File: src/rtl/alu_regfile.sv
// Execute-stage datapath: 32x32 register file (2 comb read, 1 clocked write) plus combinational ALU.
// Optional write-through forwarding on the read ports when ALU_REGFILE_BYPASS_EN is defined.
module alu_regfile (
    input  logic        clk,
    input  logic        reset,
    input  logic [4:0]  readReg1,
    input  logic [4:0]  readReg2,
    input  logic [4:0]  writeReg,
    input  logic [31:0] writeData,
    input  logic        regWrite,
    output logic [31:0] readData1,
    output logic [31:0] readData2,
    input  logic [31:0] aluA,
    input  logic [31:0] aluB,
    input  logic [2:0]  aluOp,
    input  logic [4:0]  shamt,
    output logic [31:0] aluOut,
    output logic        zeroFlag
);

    localparam int unsigned DATA_W   = 32;
    localparam int unsigned REG_AW   = 5;
    localparam int unsigned NUM_REGS = 1 << REG_AW;

    logic [DATA_W-1:0] regs [NUM_REGS];

    // Register array; reset clears everything and overrides any concurrent write.
    always_ff @(posedge clk) begin
        if (reset) begin
            for (int i = 0; i < NUM_REGS; i++) begin
                regs[i] <= '0;
            end
        end else if (regWrite && (writeReg != '0)) begin
            regs[writeReg] <= writeData;
        end
    end

    // Read ports; r0 is forced to zero so it never depends on array contents.
    always_comb begin
        readData1 = (readReg1 == '0) ? '0 : regs[readReg1];
        readData2 = (readReg2 == '0) ? '0 : regs[readReg2];
`ifdef ALU_REGFILE_BYPASS_EN
        if (regWrite && !reset && (writeReg != '0) && (readReg1 == writeReg)) begin
            readData1 = writeData;
        end
        if (regWrite && !reset && (writeReg != '0) && (readReg2 == writeReg)) begin
            readData2 = writeData;
        end
`endif
    end

    // ALU operation select; arithmetic wraps, overflow is ignored.
    always_comb begin
        aluOut = '0;
        case (aluOp)
            3'd0:    aluOut = aluA + aluB;
            3'd1:    aluOut = aluA - aluB;
            3'd2:    aluOut = aluA & aluB;
            3'd3:    aluOut = aluA | aluB;
            3'd4:    aluOut = aluB << shamt;
            3'd5:    aluOut = aluB >> shamt;
            3'd6:    aluOut = ~(aluA | aluB);
            3'd7:    aluOut = DATA_W'(($signed(aluA) < $signed(aluB)) ? 1 : 0);
            default: aluOut = '0;
        endcase
    end

    assign zeroFlag = (aluOut == '0);

endmodule

File: config.mk
export PLATFORM = sky130hd
export DESIGN_NAME = alu_regfile
export DESIGN_NICKNAME = d
export VERILOG_FILES = /design/src/rtl/alu_regfile.sv
export SDC_FILE = /design/constraint.sdc
export NUM_CORES = 2
export LEC_CHECK = 0
export CORE_ASPECT_RATIO = 0.7
export CORE_UTILIZATION = 57
export CTS_BUF_LIST = sky130_fd_sc_hd__clkbuf_8 sky130_fd_sc_hd__clkbuf_16
export CTS_CLUSTER_DIAMETER = 150
export DETAILED_ROUTE_END_ITERATION = 6
export MAX_ROUTING_LAYER = met4
export PLACE_DENSITY = 0.85
export SETUP_SLACK_MARGIN = 0.15
export SYNTH_ARGS = -nofsm -noshare
export SYNTH_HDL_FRONTEND = slang
export SYNTH_SLANG_ARGS = --single-unit
File: constraint.sdc
create_clock -name clk -period 5.94 [get_ports clk]
set_clock_uncertainty 0.15 [all_clocks]
set_input_delay 1.188 -clock clk [delete_from_list [all_inputs] [get_ports clk]]
set_output_delay 1.188 -clock clk [all_outputs]
set_load 0.02 [all_outputs]
==> flow_metrics.env <==
export IMPL_status="complete, but fails checks"
export IMPL_failed_checks="design-rule violations, negative setup slack"
export IMPL_vias_post_dr=50757
export IMPL_layout_min_cycle_time_ns=6.851
export IMPL_postSynthRegisterBits=1024
export IMPL_grt_setup_unrepaired="yes"
export IMPL_worst_pin_slew_ns=1.216
export IMPL_post_synth_xor_area_fraction=0.003601
export IMPL_htreeDepth=3
export IMPL_grt_overflow_total=0
export IMPL_largest_register_ff_count=1024
export IMPL_clock_tree_buffer_depth=3
export IMPL_min_period_over_period=1.153
export IMPL_start_util=0.5791
export IMPL_die_w_um=400.1
export IMPL_final_area_mm2=0.07712
export IMPL_tritoncts_num_buffers=90
export IMPL_areaGrowthSynthToFinish_pct=21.97
export IMPL_post_dp_hpwl_um=160800
export IMPL_place_port_buffers=218
export IMPL_placedInstanceArea_mm2=0.07244
export IMPL_holdCritPathClass="in -> reg"
export IMPL_worstSetupEndpointType="output pin"
export IMPL_synth_adder_area_share=0.01963
export IMPL_share_clk_of_total_power=0.323
export IMPL_final_routed_drc_violation_total=3
export IMPL_areal_power_density_over_the_cells_mw_per_mm2=248.9
export IMPL_ir_worst_vdd_uv=243.7
export IMPL_fin_nets=5476
export IMPL_synth_largest_area_cell="edfxtp_1"
export IMPL_route_detailed_vias_per_inst=7.472
export IMPL_yosysSeqAreaShare=0.4863
export IMPL_vias_in_the_first_global_route=49735
export IMPL_grt_total_usage=0.4525
export IMPL_max_cap_violations=0
export IMPL_comb_power_share=0.229
export IMPL_die_boundary_height_um=280.7
export IMPL_post_synth_main_area_contributors="edfxtp_1, mux4_2, and2_1"
export IMPL_cts_reportedPaths_clkPinSlew_ns=0.07
export IMPL_swShare=0.2856
export IMPL_synth_ff_type="edfxtp_1"
export IMPL_synthCells=4551
export IMPL_grt_first_pass_wirelength_um=347200
export IMPL_cts_hold_buf=0
export IMPL_cp_required_ns=4.60
export IMPL_coreArea_mm2=0.1092
export IMPL_clock_tree_root_cell="clkbuf_16"
export IMPL_antenna_violating_nets_post_route=0
export IMPL_p_sw_mw=5.481
export IMPL_place_congestion=1.084
export IMPL_final_layout_size_suffix_gt1_frac=0.3644
export IMPL_num_clock_sinks=1024
export IMPL_drt_pre_antenna_iters=7
export IMPL_synth_cell_types=85
export IMPL_syn_warnings=0
export IMPL_synth_edff_count=1024
export IMPL_share_seq_of_total_power=0.448
export IMPL_post_synth_top_area_fraction=0.4863
export IMPL_grt_start_max_net_pins=93
export IMPL_num_rows=101
export IMPL_worst_slack_ns=-0.9111
export IMPL_mostFrequentLayoutCells="edfxtp_1, and2_1, buf_4, mux4_2, nor2_1"
export IMPL_finalSetupViolations=2
export IMPL_internal_power_mw=13.71
export IMPL_start_kind="input pin"
export IMPL_largest_registers="regs x1024"
export IMPL_maxSlewHeadroom=0.1893
export IMPL_timing_hold_violations_final=0
export IMPL_i_o_pin_count=219
export IMPL_final_setup_tns_ns=-0.9235
export IMPL_totalWireLength_um=249400
export IMPL_combinational_family_with_the_most_area_after_synthesis="multiplexers"
export IMPL_drt_iter0_markers=11046
export IMPL_post_synth_mux_area_share=0.2666
export IMPL_place_ws_ns=-1.902
export IMPL_antenna_found_initial=28
export IMPL_max_clock_freq_mhz=146.0
export IMPL_worstSetupPathType="in -> out"
export IMPL_synth_async_reset_ratio=0
export IMPL_p_leak_nw=28.31
export IMPL_simple_logic_cell_fraction_of_the_synthesized_area=0.1398
export IMPL_synth_cell_area_mm2=0.06323
export IMPL_report_final_slew_viol_count=0
export IMPL_design_die_area_mm2=0.1123
export IMPL_tritoncts_clock_tree="done"
export IMPL_critPathArrivalTime_ns=5.51
export IMPL_synth_avg_cell_area_um2=13.89
export IMPL_crit_path_max_fanout=11
export IMPL_drt_wirelength_per_cell_um=36.72
export IMPL_mostFrequentLayoutCell="edfxtp_1"
export IMPL_largest_register="regs"
export IMPL_synth_compound_area_share=0.04965
## worst paths after layout
kind                  startpoint                   endpoint  slack, ns  cells after the start
worst max-delay path    aluA[20]                   zeroFlag      -0.91                     18
worst min-delay path       reset  regs[0][18]$_SDFFCE_PN0P_       0.89                      1
## area by class of cell
cell class                 instances  area, µm²
inverter                          97      369.1
clock inverter                    74      732.0
fill                            6796      32070
tap                             1442       1804
clock buffer                      91       2277
timing repair buffer            1038       9246
multi-input combinational       3005      31890
sequential                      1024      30750
antenna                           22      55.05
## synth_stat cells, drive strengths merged, types with 11 or more instances
library cell and count:
a211oi 36, a21o 11, a21oi 100, a22oi 15, a31oi 15, and2 1000, buf 110, clkbuf 346
edfxtp 1024, ha 96, inv 97, mux2 25, mux2i 146, mux4 671, nand2 119, nand2b 12
nand3 33, nand4 13, nor2 207, nor2b 15, nor3 31, nor4 16, o211ai 44, o21ai 93
o221ai 18, o22ai 19, o31ai 15, or2 37, xnor2 19
## power by group through the flow
stage | registers (mW) | clock network, mW | logic, mW
after floorplan | 8.60 | 0 | 2.12
after global placement | 8.64 | 0 | 3.93
after detailed placement | 8.71 | 0 | 3.98
after CTS | 8.57 | 6.12 | 4.14
after global routing | 8.61 | 6.37 | 4.47
final | 8.60 | 6.19 | 4.40
## logic make-up after synthesis
logic type      Yosys count
compound gates          468
simple gates           1539
flops                  1024
other cells               1
buf+inv                 553
xor+xnor                 26
fa+ha+maj                98
mux                     842
## stage by stage
step           instances  hold slack (ns)  power [mW]    util
2_1_floorplan       4582            1.236       10.72       -
3_3_place_gp        6560            1.581       12.57  0.6635
3_5_place_dp        6560            1.588       12.69  0.6635
4_1_cts             6758           0.8506       18.84  0.7004
5_1_grt             6786           0.8936       19.45  0.7062
6_report            6793           0.8865       19.19  0.7063
## layer usage
metal  vias up  track usage  wire (µm)
met5         -            -          0
met4         0       0.1996      13690
met3      1223       0.1966      48680
met2      5786       0.6057     103900
met1     24778       0.5961      83170
li1      18970            -          -
## worst max-delay path, stage by stage
cell	delay, ns
clkdlybuf4s50_1	0.56
inv_1	0.07
ha_1	0.32
buf_4	0.25
inv_1	0.10
a21oi_2	0.23
o31ai_4	0.15
nand3_1	0.15
nand3_1	0.10
a211oi_2	0.28
buf_4	0.19
o221ai_2	0.10
or4_4	0.52
nor4_4	0.46
buf_4	0.22
nand4bb_4	0.12
nor4_4	0.30
buf_4	0.21
## repair_timing
| action | in CTS | in global routing |
|---|---|---|
| resized for setup | 296 | 134 |
| gates cloned | 0 | 1 |
| hold endpoints to repair | 0 | 0 |
| pin swaps | 69 | 45 |
| setup buffers | 33 | 12 |
| setup endpoints to repair | 27 | 20 |
Note: power is estimated with default switching activity, not from simulation.
